==> src/rtl/button_event_classifier.sv <==
// Multi-channel push-button classifier. Each raw button is synchronised,
// debounced and fed to its own FSM. The FSM turns the debounced level into
// single-cycle short, long, double and auto-repeat events.
//
// Ports:
//   clk           system clock
//   resetn        asynchronous active-low reset
//   clear         synchronous abort of every channel FSM (debounce untouched)
//   btn           raw active-high button levels, asynchronous to clk
//   short_pulse   1-cycle short-press event per channel
//   long_pulse    1-cycle long-press event per channel
//   double_pulse  1-cycle double-press event per channel
//   repeat_pulse  1-cycle auto-repeat event per channel
//   held          high while the channel is in LONG
module button_event_classifier #(
    parameter int unsigned NUM_BUTTONS   = 4,
    parameter int unsigned CLK_PERIOD_ns = 20,
    parameter int unsigned DEBOUNCE_ns   = 10000000,
    parameter int unsigned LONG_PRESS_ns = 1000000000,
    parameter int unsigned DOUBLE_GAP_ns = 300000000,
    parameter int unsigned REPEAT_ns     = 200000000,
    parameter bit          DOUBLE_EN     = 1'b1
) (
    input  logic                   clk,
    input  logic                   resetn,
    input  logic                   clear,
    input  logic [NUM_BUTTONS-1:0] btn,
    output logic [NUM_BUTTONS-1:0] short_pulse,
    output logic [NUM_BUTTONS-1:0] long_pulse,
    output logic [NUM_BUTTONS-1:0] double_pulse,
    output logic [NUM_BUTTONS-1:0] repeat_pulse,
    output logic [NUM_BUTTONS-1:0] held
);

    localparam int unsigned DEB_CYC  = DEBOUNCE_ns / CLK_PERIOD_ns;
    localparam int unsigned LONG_CYC = LONG_PRESS_ns / CLK_PERIOD_ns;
    localparam int unsigned GAP_CYC  = DOUBLE_GAP_ns / CLK_PERIOD_ns;
    localparam int unsigned REP_CYC  = REPEAT_ns / CLK_PERIOD_ns;
    localparam int unsigned DEB_W    = $clog2(DEB_CYC + 1);
    localparam int unsigned T_MAX_LG = (LONG_CYC > GAP_CYC) ? LONG_CYC : GAP_CYC;
    localparam int unsigned T_MAX    = (T_MAX_LG > REP_CYC) ? T_MAX_LG : REP_CYC;
    localparam int unsigned T_W      = $clog2(T_MAX + 1);

    // Reject parameter sets whose cycle counts truncate to zero.
    if (DEB_CYC < 1 || LONG_CYC < 1 || GAP_CYC < 1 || REP_CYC < 1) begin : g_bad_timing
        $error("button_event_classifier: every timing parameter must be at least one clock period");
    end

    typedef enum logic [2:0] {
        S_IDLE,
        S_PRESS,
        S_GAP,
        S_LONG,
        S_CONSUME
    } state_e;

    logic [NUM_BUTTONS-1:0] sync1_q, sync2_q;
    logic [NUM_BUTTONS-1:0] deb_q, deb_d;
    logic [DEB_W-1:0]       deb_cnt_q [NUM_BUTTONS];
    logic [DEB_W-1:0]       deb_cnt_d [NUM_BUTTONS];
    state_e                 state_q   [NUM_BUTTONS];
    state_e                 state_d   [NUM_BUTTONS];
    logic [T_W-1:0]         t_q       [NUM_BUTTONS];
    logic [T_W-1:0]         t_d       [NUM_BUTTONS];
    logic [NUM_BUTTONS-1:0] short_q, short_d;
    logic [NUM_BUTTONS-1:0] long_q, long_d;
    logic [NUM_BUTTONS-1:0] double_q, double_d;
    logic [NUM_BUTTONS-1:0] repeat_q, repeat_d;
    logic [NUM_BUTTONS-1:0] held_q, held_d;

    // Saturating timer increment.
    function automatic logic [T_W-1:0] sat_inc(input logic [T_W-1:0] v);
        return (v == T_W'(T_MAX)) ? v : v + T_W'(1);
    endfunction

    // Debounce: count while the synchronised level disagrees with deb,
    // toggle deb when the disagreement has lasted DEB_CYC cycles.
    always_comb begin
        deb_d = deb_q;
        for (int i = 0; i < NUM_BUTTONS; i++) begin
            deb_cnt_d[i] = '0;
            if (sync2_q[i] != deb_q[i]) begin
                if (deb_cnt_q[i] == DEB_W'(DEB_CYC - 1)) begin
                    deb_d[i] = ~deb_q[i];
                end else begin
                    deb_cnt_d[i] = deb_cnt_q[i] + DEB_W'(1);
                end
            end
        end
    end

    // Per-channel event FSM; clear overrides every state rule.
    always_comb begin
        short_d  = '0;
        long_d   = '0;
        double_d = '0;
        repeat_d = '0;
        held_d   = '0;
        for (int i = 0; i < NUM_BUTTONS; i++) begin
            state_d[i] = state_q[i];
            t_d[i]     = t_q[i];
            if (clear) begin
                state_d[i] = deb_q[i] ? S_CONSUME : S_IDLE;
                t_d[i]     = '0;
            end else begin
                case (state_q[i])
                    S_IDLE: begin
                        if (deb_q[i]) begin
                            state_d[i] = S_PRESS;
                            t_d[i]     = '0;
                        end
                    end
                    S_PRESS: begin
                        if (!deb_q[i]) begin
                            t_d[i] = '0;
                            if (DOUBLE_EN) begin
                                state_d[i] = S_GAP;
                            end else begin
                                state_d[i] = S_IDLE;
                                short_d[i] = 1'b1;
                            end
                        end else if (t_q[i] == T_W'(LONG_CYC - 1)) begin
                            state_d[i] = S_LONG;
                            t_d[i]     = '0;
                            long_d[i]  = 1'b1;
                        end else begin
                            t_d[i] = sat_inc(t_q[i]);
                        end
                    end
                    S_GAP: begin
                        // A re-press on the expiry cycle still wins as a double.
                        if (deb_q[i]) begin
                            state_d[i]  = S_CONSUME;
                            t_d[i]      = '0;
                            double_d[i] = 1'b1;
                        end else if (t_q[i] == T_W'(GAP_CYC - 1)) begin
                            state_d[i] = S_IDLE;
                            t_d[i]     = '0;
                            short_d[i] = 1'b1;
                        end else begin
                            t_d[i] = sat_inc(t_q[i]);
                        end
                    end
                    S_LONG: begin
                        // Release takes priority over a coincident repeat.
                        if (!deb_q[i]) begin
                            state_d[i] = S_IDLE;
                            t_d[i]     = '0;
                        end else if (t_q[i] == T_W'(REP_CYC - 1)) begin
                            t_d[i]      = '0;
                            repeat_d[i] = 1'b1;
                        end else begin
                            t_d[i] = sat_inc(t_q[i]);
                        end
                    end
                    S_CONSUME: begin
                        if (!deb_q[i]) begin
                            state_d[i] = S_IDLE;
                            t_d[i]     = '0;
                        end
                    end
                    default: begin
                        state_d[i] = S_IDLE;
                        t_d[i]     = '0;
                    end
                endcase
            end
            held_d[i] = (state_d[i] == S_LONG);
        end
    end

    // State, timers and registered outputs.
    always_ff @(posedge clk or negedge resetn) begin
        if (!resetn) begin
            sync1_q  <= '0;
            sync2_q  <= '0;
            deb_q    <= '0;
            short_q  <= '0;
            long_q   <= '0;
            double_q <= '0;
            repeat_q <= '0;
            held_q   <= '0;
            for (int i = 0; i < NUM_BUTTONS; i++) begin
                deb_cnt_q[i] <= '0;
                state_q[i]   <= S_IDLE;
                t_q[i]       <= '0;
            end
        end else begin
            sync1_q  <= btn;
            sync2_q  <= sync1_q;
            deb_q    <= deb_d;
            short_q  <= short_d;
            long_q   <= long_d;
            double_q <= double_d;
            repeat_q <= repeat_d;
            held_q   <= held_d;
            for (int i = 0; i < NUM_BUTTONS; i++) begin
                deb_cnt_q[i] <= deb_cnt_d[i];
                state_q[i]   <= state_d[i];
                t_q[i]       <= t_d[i];
            end
        end
    end

    assign short_pulse  = short_q;
    assign long_pulse   = long_q;
    assign double_pulse = double_q;
    assign repeat_pulse = repeat_q;
    assign held         = held_q;

endmodule

==> config.mk <==
export PLATFORM = sky130hd
export DESIGN_NAME = button_event_classifier
export DESIGN_NICKNAME = d
export VERILOG_FILES = /design/src/rtl/button_event_classifier.sv
export SDC_FILE = /design/constraint.sdc
export NUM_CORES = 1
export LEC_CHECK = 0
export ABC_CLOCK_PERIOD_IN_PS = 5400
export CORE_MARGIN = 4
export CORE_UTILIZATION = 60
export DETAILED_ROUTE_END_ITERATION = 12
export PLACE_DENSITY = 0.81
export SYNTH_ARGS = -nofsm -noshare
export SYNTH_HDL_FRONTEND = slang
export SYNTH_SLANG_ARGS = --single-unit
==> constraint.sdc <==
create_clock -name clk -period 5.4 [get_ports clk]
set_clock_uncertainty 0.15 [all_clocks]
set_input_delay 0.54 -clock clk [delete_from_list [all_inputs] [get_ports clk]]
set_output_delay 0.54 -clock clk [all_outputs]
set_load 0.01 [all_outputs]
==> results of run 1 <==
## final timing paths
path	start	endpoint	slack (ps)	depth (start not counted)
worst max-delay path	t_q[37]	t_q[51]	1780	6
worst min-delay path	sync1_q[1]	sync2_q[1]	200	0
worst max register to register	t_q[37]	t_q[51]	1780	6
worst min register to register	sync1_q[1]	sync2_q[1]	200	0
max in group asynchronous	resetn	t_q[20]	3530	3
min in group asynchronous	resetn	held[2]	520	2
## per-layer routing
metal | vias to the layer above | wire (um) | share of wire [%]
li1 | 4519 | - | -
met1 | 4529 | 10900 | 45
met3 | 49 | 1150 | 4.7
met2 | 261 | 11700 | 48
met5 | - | 0 | 0
met4 | 0 | 594 | 2.4
## worst max-delay path: stages (launching register included)
cell and delay [ps]:
dfrtp_1 420, or2_2 340, nor4_1 630, nand4_1 250
a21oi_2 1040, and2_1 470, o22ai_1 150
## layout make-up
type,instances,area share [%]
inverter,37,1.06
tap,265,2.54
clock inverter,7,0.949
timing repair buffer,32,2.49
sequential,224,42.9
clock buffer,33,5.24
multi-input combinational,965,44.8
## metrics by stage
stage	std cells	cell area, um2	hold WS [ps]
floorplan	1277	11800	94.4
global placement	1522	12200	183
detailed placement	1522	12200	186
CTS	1563	13100	200
global route	1563	13100	206
finish	1563	13100	196
## power by group through the flow
stage | Sequential, W | Clock, W | Combinational, W
after detailed placement | 0.00174 | 0 | 0.000110
final | 0.00170 | 0.00167 | 0.000108
after global placement | 0.00173 | 0 | 0.000108
after CTS | 0.00170 | 0.00171 | 0.000111
after global routing | 0.00171 | 0.00178 | 0.000126
after floorplan | 0.00173 | 0 | 0.0000587
## cell usage in the layout, fill, tap and decap left out, drive strengths merged, types with 13 or more instances in the layout
master / count
clkbuf: 33
and4: 13
clkdlybuf4s50: 25
a21oi: 18
nor4: 45
inv: 37
a21o: 17
nand4: 59
and3: 25
nor3: 49
xor2: 85
o21ai: 39
xnor2: 54
nand3: 73
dfrtp: 224
or3: 17
nor2: 202
nand2: 106
or4: 14
## cell families (layout without fill, tap and decap cells)
kind of cell,Yosys count,count (layout)
buffers and inverters,88,109
muxes,6,6
xor gates and xnor gates,139,139
DFF,224,224
and+or+nand+nor,690,690
adders and majority gates,12,12
AOI/OAI and AO/OA,118,118
==> qor.txt, run 1 <==
RSZ-0062 raised after global routing - no
Avg WL per Cell - 15.5 um
period utilization - 67.1%
flip-flop and latch area - 5610 um2
post-DP HPWL - 16.3 mm
DR pass1 iterations - 5
routability cong. - 0.924
clock slew at reported path FFs - 60 ps
GRT busiest layer - met2
Post-Syn Area - 11,800 um2
clock sink count - 224
Slew Viols, Final - 0
total power - 0.00348 W
main combinational cell family by area after synthesis - simple AND/OR/NAND/NOR gates
status - completed
top_reg_cell synth - dfrtp_1
Setup Viol. Count Final - 0
nets - 1,303
Comb pwr share - 3.1%
multi-input logic area - 5850 um2
post-synthesis simple-gate area fraction - 30.6%
Critical Path End Type - register
total wire length - 24.3 mm
Leak Pwr - 5.42 nW
largest net degree at the start of global routing - 115
max frequency - 276 MHz
Via-to-Cell Ratio - 5.99
Tot GR Track Use - 22.3%
DP Worst Slack - 1840 ps
top-area cell type share of the netlist area - 47.3%
layout cells sized above 1 - 6.32%
Post-Synthesis Cells - 1,277
clock share of power - 47.9%
count leader, synth - dfrtp_1
TritonCTS clock tree - built
relative slew slack - 16.3%
yosys warns - 0
max reg flops - 104
Syn Area/Cell - 9.27 um2
clk buf depth - 3
switching fraction of total power - 21.2%
most flop-heavy register - t_q
Die Span X - 148 um
post-route setup TNS - 0 ps
grt total ovfl - 0
top cells by count, synth - 224 x dfrtp_1, 201 x nor2_1, 106 x nand2_1, 85 x xor2_1, 73 x nand3_1
CTS buffer count - 24
type of origin of the critical path - register
Synth cell types - 70
Ports - 27
Final Hold Viols - 0
Post-CTS Setup Inserts - 0
vias in the first global route - 8,952
HP Class - reg2reg
P_sw - 0.000737 W
multiplexer area fraction after synthesis - 0.550%
main area contributors after synthesis - dfrtp_1 47%, nor2_1 6.4%, xor2_1 6.3%
post-synthesis adder-cell area fraction - 1.27%
crit path kind - reg2reg
Synth area leader - dfrtp_1
max cap viols - 0
Post-Synth XOR/XNOR Area - 10.3%
Layout Area Growth over Synthesis - 10.3%
Residual DRC - 0
async set-reset flop share out of synthesis - 100%
via count - 9,358
PortBufs - 26
grt met3 use - 3.05%
antenna violations before repair - 0
Synth Register Bits - 224
Critical Path Fanout Max - 33
WP data arrival - 3810 ps
Setup WS post-layout - 1780 ps
Antenna Cells - 0
Power Internal - 0.00275 W
core area - 19,500 um2
GR Layer Usage met2 - 36.5%
post-route antenna net violation count - 0
Die Height - 148 um
pwr dens - 267 nW/um2
Crit path required time - 5590 ps
Finished Core Util - 67.1%
CTS resizes - 0
full die area - 22,000 um2
syn_nets - 1,296
Post-CTS Hold Fix Bufs - 1
Root Buffer - clkbuf_16
top flop regs - t_q x104, deb_cnt_q x76, state_q x12
met1 Track Usage GR - 31.4%
fill cell count - 1,531
H-tree Lvls - 1
register area share after synthesis - 47.3%
FP Rows - 51
Synth Area in Compound Gates - 6.64%
clock period minus worst slack - 3620 ps
worst slew pin tran - 1260 ps
initial DRC count - 466
clock latency on the worst-skew pair - 520 ps
sequential power share - 49.0%
first-pass GRT wire length - 41.7 mm
Initial Util - 60.8%
VDD IR max - 243 uV
number of flops mapped to enable cells by yosys - 0
Note: power is estimated with default switching activity, not from simulation.
==> run 2, diff against run 1 <==
ABC_CLOCK_PERIOD_IN_PS = 3600   (was 5400)
clock period = 3.6 ns   (was 5.4 ns; I/O delays follow)
==> run 2 against run 1 <==
Wire length rose by 2.6%. First-iteration DRC count rose by 38%. Power rose by 51%. Sequential share of layout area shrank 0.18 points. Count of clock-buffer cells in the layout increased by 3. Global-route usage increased by 0.73 points. Setup slack got worse by 1300 ps. Highest routed layer unchanged. Die area is the same.
==> qor.txt, run 2 (synthesis gave the netlist of run 1 again) <==
status - completed
Die Height - 148 um
post-DP HPWL - 16.7 mm
CTS buffer count - 24
Crit path required time - 3860 ps
clock period minus worst slack - 3080 ps
via count - 9,375
max frequency - 325 MHz
nets - 1,311
Initial Util - 60.8%
most flop-heavy register - t_q
post-route setup TNS - 0 ps
most frequent cells in the layout - 224 x dfrtp_1, 201 x nor2_1, 106 x nand2_1, 85 x xor2_1, 73 x nand3_1
vias in the first global route - 9,175
leading cell type in the layout, fill and taps excluded - dfrtp_1
Ports - 27
VDD IR max - 441 uV
routability cong. - 0.935
FP Rows - 51
clock latency on the worst-skew pair - 520 ps
type of origin of the critical path - register
clock slew at reported path FFs - 60 ps
Critical Path Fanout Max - 21
period utilization - 85.4%
fill cell count - 1,514
Final Hold Viols - 0
relative slew slack - 34.7%
clk buf depth - 3
Die Span X - 148 um
layout cells sized above 1 - 7.03%
Critical Path End Type - register
RSZ-0062 raised after global routing - no
WP data arrival - 3330 ps
largest net degree at the start of global routing - 106
hold_ws - 138 ps
worst slew pin tran - 973 ps
DR pass1 iterations - 5
core area - 19,500 um2
crit path kind - reg2reg
Layout Area Growth over Synthesis - 10.8%
antenna violations before repair - 0
HP Class - in2reg
total wire length - 24.9 mm
Leak Pwr - 5.46 nW
Setup WS post-layout - 525 ps
initial DRC count - 645
Setup Viol. Count Final - 0
full die area - 22,000 um2
TritonCTS clock tree - built
Final Instance Area - 13,100 um2
met1 Track Usage GR - 31.5%
Root Buffer - clkbuf_16
Post-Place Cell Area - 12,300 um2
Residual DRC - 0
top flop regs - t_q x104, deb_cnt_q x76, state_q x12
first-pass GRT wire length - 43.3 mm
Antenna Cells - 0
GR Layer Usage met2 - 38.7%
Slew Viols, Final - 0
post-route antenna net violation count - 0
clock sink count - 224
max cap viols - 0
Via-to-Cell Ratio - 5.96
max reg flops - 104
H-tree Lvls - 1
grt total ovfl - 0
Tot GR Track Use - 23.0%
GRT busiest layer - met2
grt met3 use - 3.41%
PortBufs - 26
DP Worst Slack - 612 ps
pwr dens - 400 nW/um2
total power - 0.00524 W
Avg WL per Cell - 15.8 um
Post-CTS Setup Inserts - 0
## run 2: worst paths after layout
check	slack (ps)	cells past startpoint	from	endpoint
hold reg to reg	190	0	sync1_q[1]	sync2_q[1]
setup / recovery	520	7	t_q[39]	t_q[28]
max in group asynchronous	2000	3	resetn	t_q[19]
hold / removal	140	1	btn[1]	sync1_q[1]
setup reg to reg	520	7	t_q[39]	t_q[28]
min in group asynchronous	320	2	resetn	t_q[39]
## run 2: where the power goes
| part | switching [W] | leakage, nW | internal [W] | total, W |
|---|---|---|---|---|
| clock | 0.000972 | 0.407 | 0.00155 | 0.00252 |
| combinational | 0.000123 | 1.96 | 0.0000454 | 0.000168 |
| sequential | 0.0000193 | 3.10 | 0.00254 | 0.00256 |
| total | 0.00111 | 5.46 | 0.00413 | 0.00524 |
## run 2: layout make-up
class                      count  area, um2  share of cell area (%)
tap                          265        332                    2.53
sequential                   224       5610                    42.7
clock inverter                 6       80.1                   0.611
multi-input combinational    965       5850                    44.6
timing repair buffer          40        373                    2.84
clock buffer                  36        737                    5.62
inverter                      37        139                    1.06
## run 2: timing repair
item,4_1_cts,5_1_grt
endpoints found under the hold margin,101,0
resized for setup,0,0
hold buffers,1,0
## run 2: metal layers
layer | part of all wire (%) | vias up | wire length (um)
met5 | 0 | - | 0
met4 | 2.1 | 0 | 533
met3 | 5.0 | 46 | 1250
met2 | 49 | 280 | 12100
met1 | 44 | 4523 | 11000
li1 | - | 4526 | -
## run 2: critical path, stage by stage (launching register included)
cell and delay (ps):
dfrtp_1 430, nor4bb_1 540, nor3b_1 460, a31oi_1 220, a21oi_2 460, buf_4 340
nor3_1 80, a211o_1 260
## run 2: per-stage QoR
stage,util (%),cells
3_5_place_dp,63.1,1530
6_report,67.4,1573
4_1_cts,67.4,1573
5_1_grt,67.4,1573
3_3_place_gp,63.1,1530
2_1_floorplan,-,1277
==> run 3, diff against run 2 <==
CTS_CLUSTER_SIZE = 16   (was unset)
==> run 3 against run 2 <==
First-iteration DRC count shrank 1.6%. Via count shrank 0.28%. Highest routed layer unchanged. Non-clock buffer count stayed put. Register-to-register slack barely moved.
==> qor.txt, run 3 (synthesis gave the netlist of run 1 again) <==
status - completed
leading cell type in the layout, fill and taps excluded - dfrtp_1
Ports - 27
Avg WL per Cell - 15.8 um
Worst Hold Path Cells - 1
TritonCTS clock tree - built
most frequent cells in the layout - 224 x dfrtp_1, 201 x nor2_1, 106 x nand2_1, 85 x xor2_1, 73 x nand3_1
r2r worst-path depth - 7
Tot GR Track Use - 23.1%
total wire length - 24.9 mm
Post-Place Cell Area - 12,300 um2
Setup Viol. Count Final - 0
initial DRC count - 635
most flop-heavy register - t_q
fin cells - 1,573
Slew Viols, Final - 0
Via-to-Cell Ratio - 5.94
hold path start - btn[1]
Die Height - 148 um
max frequency - 326 MHz
antenna violations before repair - 0
DP Cell Count - 1,530
PortBufs - 26
DP Worst Slack - 612 ps
WP data arrival - 3320 ps
Reg2Reg Setup Slack - 530 ps
largest net degree at the start of global routing - 106
nets - 1,311
pwr dens - 402 nW/um2
clock latency on the worst-skew pair - 520 ps
core area - 19,500 um2
Finished Core Util - 67.5%
Die Span X - 148 um
Leak Pwr - 5.47 nW
Residual DRC - 0
max reg flops - 104
Initial Util - 60.8%
first-pass GRT wire length - 43.4 mm
post-DP HPWL - 16.7 mm
max cap viols - 0
Post-CTS Setup Inserts - 0
grt total ovfl - 0
Crit path required time - 3850 ps
reg2reg end - t_q[28]
post-route setup TNS - 0 ps
clk buf depth - 3
clock sink count - 224
clock period minus worst slack - 3070 ps
top flop regs - t_q x104, deb_cnt_q x76, state_q x12
hold path endpoint - sync1_q[1]
FP Rows - 51
Critical Path Fanout Max - 21
RSZ-0062 raised after global routing - no
routed wl met2 - 12.0 mm
H-tree Lvls - 1
met3 WL - 1.15 mm
r2r startpoint - t_q[42]
CTS buffer count - 24
Critical Path End Type - register
Final Instance Area - 13,100 um2
via count - 9,349
VDD IR max - 442 uV
Antenna Cells - 0
routability cong. - 0.935
layout cells sized above 1 - 7.11%
worst slew pin tran - 1010 ps
period utilization - 85.2%
Final Hold Viols - 0
vias in the first global route - 9,217
crit path kind - reg2reg
HP Class - in2reg
Top Layer Used - met4
Setup WS post-layout - 532 ps
full die area - 22,000 um2
fill cell count - 1,520
Root Buffer - clkbuf_16
Setup crit start - t_q[42]
type of origin of the critical path - register
clock slew at reported path FFs - 60 ps
WL met1 - 11.1 mm
post-route antenna net violation count - 0
Layout Area Growth over Synthesis - 10.9%
relative slew slack - 32.1%
DR pass1 iterations - 5
## run 3: how the worst max path moves through the flow
stage / depth (start not counted) / slack, ps / endpoint
CTS: 7 / 590 / t_q[28]
global placement: 7 / 700 / t_q[28]
floorplan: 6 / 1060 / t_q[102]
finish: 7 / 530 / t_q[28]
detailed placement: 7 / 610 / t_q[75]
global route: 7 / 280 / t_q[40]
## run 3: power by group
| part | internal [W] | switching (W) |
|---|---|---|
| Clock | 0.00159 | 0.000973 |
| Combinational | 0.0000451 | 0.000121 |
| Sequential | 0.00254 | 0.0000195 |
| Total | 0.00417 | 0.00111 |
## run 3: cell type report
class                      instances  area [um2]  area share, %
multi-input combinational        965        5850           44.5
sequential                       224        5610           42.7
clock buffer                      37         761           5.79
timing repair buffer              40         373           2.84
tap                              265         332           2.52
inverter                          37         139           1.06
clock inverter                     5        75.1          0.572
## run 3: repair_timing
action                                  in CTS  in global routing
resized for setup                            0                  0
hold endpoints to repair                   101                  0
hold buffers                                 1                  0
endpoints found under the setup margin       0                  0
## run 3: per-stage QoR
| stage | hold WS, ps | total power (W) |
|---|---|---|
| floorplan | -85.6 | 0.00269 |
| global placement | 183 | 0.00277 |
| detailed placement | 185 | 0.00277 |
| CTS | 124 | 0.00534 |
| global route | 127 | 0.00547 |
| finish | 143 | 0.00528 |
## run 3: worst max-delay path, stage by stage, from the launching register on
cell	delay, ps
dfrtp_1	430
or4b_1	580
nor4_1	390
a41oi_1	220
a21oi_2	490
buf_4	330
nor3_1	80
a211o_1	260
## run 3: metal layers
metal	global-route usage (%)	up-vias
met5	0	-
met2	38.9	263
met1	31.6	4505
li1	-	4524
met4	6.24	0
met3	3.35	57
